## src/rtl/ahb_apb_responder_if.sv

```systemverilog
// AHB data-phase / APB bus bundle between the AHB master model, the responder and the APB peripherals.
// Handshake: an AHB transfer is accepted on the rising edge when Hready_in, Hready_out and an active Htrans
// (NONSEQ/SEQ) are all high; Hready_out low stretches the data phase, and APB completes on Psel & Penable.
interface ahb_apb_responder_if;
   logic        Hwrite;
   logic        Hready_in;
   logic [1:0]  Htrans;
   logic [31:0] Haddr;
   logic [31:0] Hwdata;
   logic        Hready_out;
   logic [1:0]  Hresp;
   logic [31:0] Hrdata;
   logic [31:0] Prdata;
   logic [2:0]  Pselx;
   logic        Penable;
   logic        Pwrite;
   logic [31:0] Paddr;
   logic [31:0] Pwdata;

   modport slave (
      input  Hwrite, Hready_in, Htrans, Haddr, Hwdata, Prdata,
      output Hready_out, Hresp, Hrdata, Pselx, Penable, Pwrite, Paddr, Pwdata
   );

   modport master (
      output Hwrite, Hready_in, Htrans, Haddr, Hwdata, Prdata,
      input  Hready_out, Hresp, Hrdata, Pselx, Penable, Pwrite, Paddr, Pwdata
   );
endinterface

```

## src/rtl/ahb_apb_responder.sv

```systemverilog
// AHB responder of the AHB-to-APB bridge: decodes three contiguous APB regions and runs
// the APB SETUP/ACCESS sequence, inserting AHB wait states and a two-cycle ERROR response.
module ahb_apb_responder #(
   parameter logic [31:0] SLV_BASE    = 32'h8000_0000,
   parameter int          REGION_BITS = 26
) (
   input  logic                 Hclk,
   input  logic                 Hreset,
   ahb_apb_responder_if.slave   bus,
   output logic [2:0]           state_dbg
);

   localparam int IW = 32 - REGION_BITS;
   localparam logic [IW-1:0] BASE_IDX = SLV_BASE[31:REGION_BITS];

   typedef enum logic [2:0] {
      IDLE   = 3'd0,
      WDATA  = 3'd1,
      SETUP  = 3'd2,
      ACCESS = 3'd3,
      ERR1   = 3'd4,
      ERR2   = 3'd5
   } state_t;

   state_t      state, next_state;
   logic [31:0] addr_r;
   logic        write_r;
   logic [31:0] pwdata_r;
   logic        hready;
   logic        active;
   logic        sample;
   logic [IW-1:0] in_idx;
   logic [IW-1:0] lat_idx;
   logic        in_range;
   logic [2:0]  sel_oh;

   assign active   = (bus.Htrans == 2'b10) || (bus.Htrans == 2'b11);
   assign sample   = bus.Hready_in & hready & active;
   assign in_idx   = bus.Haddr[31:REGION_BITS] - BASE_IDX;
   assign in_range = (in_idx < IW'(3));
   assign lat_idx  = addr_r[31:REGION_BITS] - BASE_IDX;

   always_ff @(posedge Hclk or posedge Hreset) begin
      if (Hreset) state <= IDLE;
      else        state <= next_state;
   end

   // IDLE, ACCESS and ERR2 all end with Hready_out high, so each can accept the next transfer.
   always_comb begin
      next_state = state;
      case (state)
         IDLE, ACCESS, ERR2: begin
            if (!sample)        next_state = IDLE;
            else if (!in_range) next_state = ERR1;
            else if (bus.Hwrite) next_state = WDATA;
            else                next_state = SETUP;
         end
         WDATA:   next_state = SETUP;
         SETUP:   next_state = ACCESS;
         ERR1:    next_state = ERR2;
         default: next_state = IDLE;
      endcase
   end

   // Paddr/Pwrite come straight from the latched address phase and hold between transfers.
   always_ff @(posedge Hclk or posedge Hreset) begin
      if (Hreset) begin
         addr_r   <= '0;
         write_r  <= 1'b0;
         pwdata_r <= '0;
      end else begin
         if (sample && in_range) begin
            addr_r  <= bus.Haddr;
            write_r <= bus.Hwrite;
         end
         if (state == WDATA) pwdata_r <= bus.Hwdata;
      end
   end

   always_comb begin
      sel_oh = 3'b000;
      case (lat_idx)
         IW'(0):  sel_oh = 3'b001;
         IW'(1):  sel_oh = 3'b010;
         IW'(2):  sel_oh = 3'b100;
         default: sel_oh = 3'b000;
      endcase
   end

   always_comb begin
      hready      = 1'b1;
      bus.Hresp   = 2'b00;
      bus.Pselx   = 3'b000;
      bus.Penable = 1'b0;
      bus.Hrdata  = '0;
      case (state)
         IDLE:  hready = 1'b1;
         WDATA: hready = 1'b0;
         SETUP: begin
            hready    = 1'b0;
            bus.Pselx = sel_oh;
         end
         ACCESS: begin
            hready      = 1'b1;
            bus.Pselx   = sel_oh;
            bus.Penable = 1'b1;
            if (!write_r) bus.Hrdata = bus.Prdata;
         end
         ERR1: begin
            hready    = 1'b0;
            bus.Hresp = 2'b01;
         end
         ERR2: begin
            hready    = 1'b1;
            bus.Hresp = 2'b01;
         end
         default: hready = 1'b1;
      endcase
   end

   assign bus.Hready_out = hready;
   assign bus.Paddr      = addr_r;
   assign bus.Pwrite     = write_r;
   assign bus.Pwdata     = pwdata_r;
   assign state_dbg      = state;

endmodule

```

## src/flat_wrapper.sv

```systemverilog
// flat-port wrapper written by rule: the top's interface ports become plain ports
module ahb_apb_responder_flat 
#(
   parameter logic [31:0] SLV_BASE    = 32'h8000_0000,
   parameter int          REGION_BITS = 26
)
  (Hclk, Hreset, state_dbg, bus_Hwrite, bus_Hready_in, bus_Htrans, bus_Haddr, bus_Hwdata, bus_Prdata, bus_Hready_out, bus_Hresp, bus_Hrdata, bus_Pselx, bus_Penable, bus_Pwrite, bus_Paddr, bus_Pwdata);
  ahb_apb_responder_if bus_i ();
  input  logic Hclk;
  input  logic Hreset;
  output logic [2:0] state_dbg;
  input wire logic [$bits(bus_i.Hwrite)-1:0] bus_Hwrite;
  input wire logic [$bits(bus_i.Hready_in)-1:0] bus_Hready_in;
  input wire logic [$bits(bus_i.Htrans)-1:0] bus_Htrans;
  input wire logic [$bits(bus_i.Haddr)-1:0] bus_Haddr;
  input wire logic [$bits(bus_i.Hwdata)-1:0] bus_Hwdata;
  input wire logic [$bits(bus_i.Prdata)-1:0] bus_Prdata;
  output wire logic [$bits(bus_i.Hready_out)-1:0] bus_Hready_out;
  output wire logic [$bits(bus_i.Hresp)-1:0] bus_Hresp;
  output wire logic [$bits(bus_i.Hrdata)-1:0] bus_Hrdata;
  output wire logic [$bits(bus_i.Pselx)-1:0] bus_Pselx;
  output wire logic [$bits(bus_i.Penable)-1:0] bus_Penable;
  output wire logic [$bits(bus_i.Pwrite)-1:0] bus_Pwrite;
  output wire logic [$bits(bus_i.Paddr)-1:0] bus_Paddr;
  output wire logic [$bits(bus_i.Pwdata)-1:0] bus_Pwdata;
  assign bus_i.Hwrite = bus_Hwrite;
  assign bus_i.Hready_in = bus_Hready_in;
  assign bus_i.Htrans = bus_Htrans;
  assign bus_i.Haddr = bus_Haddr;
  assign bus_i.Hwdata = bus_Hwdata;
  assign bus_i.Prdata = bus_Prdata;
  assign bus_Hready_out = bus_i.Hready_out;
  assign bus_Hresp = bus_i.Hresp;
  assign bus_Hrdata = bus_i.Hrdata;
  assign bus_Pselx = bus_i.Pselx;
  assign bus_Penable = bus_i.Penable;
  assign bus_Pwrite = bus_i.Pwrite;
  assign bus_Paddr = bus_i.Paddr;
  assign bus_Pwdata = bus_i.Pwdata;
  ahb_apb_responder #(.SLV_BASE(SLV_BASE), .REGION_BITS(REGION_BITS)) u_core (.Hclk(Hclk), .Hreset(Hreset), .bus(bus_i), .state_dbg(state_dbg));
endmodule
```

## config.mk

```make
export PLATFORM = sky130hd
export DESIGN_NAME = ahb_apb_responder_flat
export DESIGN_NICKNAME = d
export VERILOG_FILES = /design/src/rtl/ahb_apb_responder_if.sv /design/src/rtl/ahb_apb_responder.sv /design/src/flat_wrapper.sv
export SDC_FILE = /design/constraint.sdc
export NUM_CORES = 1
export LEC_CHECK = 0
export ABC_AREA = 1
export CORE_MARGIN = 10
export CORE_UTILIZATION = 38
export CTS_CLUSTER_SIZE = 10
export DETAILED_ROUTE_END_ITERATION = 16
export PLACE_DENSITY = 0.95
export SLEW_MARGIN = 25
export SYNTH_ARGS = -nofsm -noshare
export SYNTH_HDL_FRONTEND = slang
export SYNTH_SLANG_ARGS = --single-unit
```

## constraint.sdc

```tcl
create_clock -name Hclk -period 3.9 [get_ports Hclk]
set_input_delay 0.585 -clock Hclk [delete_from_list [all_inputs] [get_ports Hclk]]
set_output_delay 0.585 -clock Hclk [all_outputs]
set_load 0.1 [all_outputs]
```

==> out/summary.txt <==
Mapped Nets: 431
PortBufs: 206
core region area: 7810 um^2
clk_skew: 9.32 ps
Fmax: 0.372 GHz
unrepaired setup endpoints after global routing: false
First-pass DRT Iterations: 4
Netlist cell types: 21
min-delay worst type: flip-flop to flip-flop
initial antenna violation count: 0
Starting Density: 39.5%
Critical path origin: u_core.state_dbg[2]$_DFF_PP0_
Post-CTS Setup Bufs: 0
H-tree levels: 3
Area growth, synth to finish: 74.5%
Synth Register Bits: 68
Congestion Overflow GR: 0
Reg clk slew, reported paths: 80 ps
Post-Syn Area: 3090 um^2
residual DRC count: 0
Ys Warns: 0
first-pass GRT wire length: 16.5 mm
largest net degree at the start of global routing: 42
Main synth FF type: dfrtp_1
worst setup path class: flip-flop to output port
Skew-Pair Late Insertion Delay: 330 ps
Synth Area per Inst: 9.38 um^2
Worst R2R Setup Slack: 1880 ps
commonest non-fill, non-tap cells in the layout: 169 x clkdlybuf4s50_1, 75 x nand2_1, 68 x dfrtp_1
Critical Path RT: 3310 ps
Worst R2R Path Depth: 6
WL/cell: 17.1 um
Max Cap Viol: 0
Hold-fix buffers, CTS: 0
number of DRC markers in iteration 0: 101
Chip Height: 110 um
Final Net Count: 635
r2r startpoint: u_core.state_dbg[1]$_DFF_PP0_
Total Die Area: 12,100 um^2
CTS tree: done
sequential share of the synthesized area: 55.2%
Die W: 110 um
Finished Layout Cells: 639
most common cell after layout, fill and taps aside: clkdlybuf4s50_1
total number of vias: 2,921
layout cells sized above 1: 23.8%
crit path capture type: output port
status: finished, final reports clean
Routed Antenna Nets: 0
Longest Clk Path Bufs: 2
worst-path fanout max: 5
CTS Buf Count: 9
TNS Setup: 0 ps
worst hold path endpoint: u_core.bus.Paddr[20]$_DFFE_PP0P_
vias in the first global route: 3,162
routability cong.: 0.867
std cell rows: 32
Relative slew margins: 31.0%
# placed instances: 624
CP Data Arrival Time: 2110 ps
DR vias/cell: 4.57
Gate Count Post-Synth: 329
Final Max Slew Viols: 0
Async SR Flop Fraction: 100%
I/O pins: 209
Resize count post-CTS: 0
Total Wirelength: 11.0 mm
endpoints failing setup: 0
Final period util: 69.0%
Hold Crit Depth: 2
Total GRT Usage: 17.6%
Startpoint Class: flip-flop
number of synthesized flops with an enable pin: 0
hold_ws: 474 ps
diode count: 0
Post-DP HPWL: 9.06 mm
Root Driver: clkbuf_8
Reg2Reg Capture Point: u_core.bus.Paddr[5]$_DFFE_PP0P_
clk sink count: 68
Final Hold Viols: 0
hold wc startpoint: u_core.bus.Paddr[20]$_DFFE_PP0P_
Worst Tran Pin Value: 1030 ps
Final min period: 2690 ps
cells by family (layout without fill, tap and decap cells):
kind of cell / Yosys count / after routing / synth area share [%]
compound gates: 1 / 1 / 0.162
flops: 68 / 68 / 55.1
other cells: 1 / 1 / 0.122
simple gates: 161 / 161 / 22.7
mux: 32 / 32 / 11.7
buf+inv: 66 / 274 / 10.1
routing by layer:
metal	global-route usage (%)	vias to the layer above	share of wire, %
met5	0	-	0
met4	5.50	0	1.3
met3	8.82	13	14
met2	33.1	147	53
met1	16.1	1351	32
li1	-	1410	-
state kept, by name, summed over array words and instances, names as in the netlist:
signal and count:
u_core.bus.Pwdata 32, u_core.bus.Pwrite 1, u_core.state_dbg 3, u_core.bus.Paddr 32
through the flow:
stage	utilization, %	instance area [um^2]	setup WS [ps]
detailed placement	66.1	5160	1570
finish	68.9	5380	1210
global placement	66.1	5160	1570
CTS	68.9	5380	1200
global route	68.9	5380	1140
floorplan	-	3170	-864
synth_stat cells, types with 2 or more instances:
cell type | n | area share, %
buf_2 | 7 | 1.1
nand2_1 | 75 | 9.1
buf_4 | 3 | 0.73
buf_6 | 6 | 2.2
mux2_2 | 32 | 12
nand3_1 | 33 | 5.4
nor2_1 | 42 | 5.1
inv_1 | 49 | 6.0
nor2_4 | 2 | 0.73
dfrtp_1 | 68 | 55
nor4_1 | 2 | 0.41
cell type report:
class | count | area, um^2
Fill cell | 605 | 2420
Multi-Input combinational cell | 195 | 1150
Sequential cell | 68 | 1700
Inverter | 50 | 188
Clock buffer | 10 | 138
Tap cell | 102 | 128
Timing Repair Buffer | 209 | 1990
Clock inverter | 5 | 85.1
worst max-delay path by stage:
stage	to	slack, ps
after floorplan	bus_Pselx[0]	-860
after global placement	bus_Hresp[0]	1570
after detailed placement	bus_Hresp[0]	1570
after CTS	bus_Hresp[0]	1200
after global routing	bus_Hresp[0]	1140
final	bus_Hresp[0]	1210
critical path: stages (launching register included):
cell and delay (ps):
dfrtp_1 420, inv_1 120, nor2_1 90, clkdlybuf4s50_1 1140
Power is not shown: default switching activity piles up to over one toggle a cycle in this logic, so the estimate is an artifact.
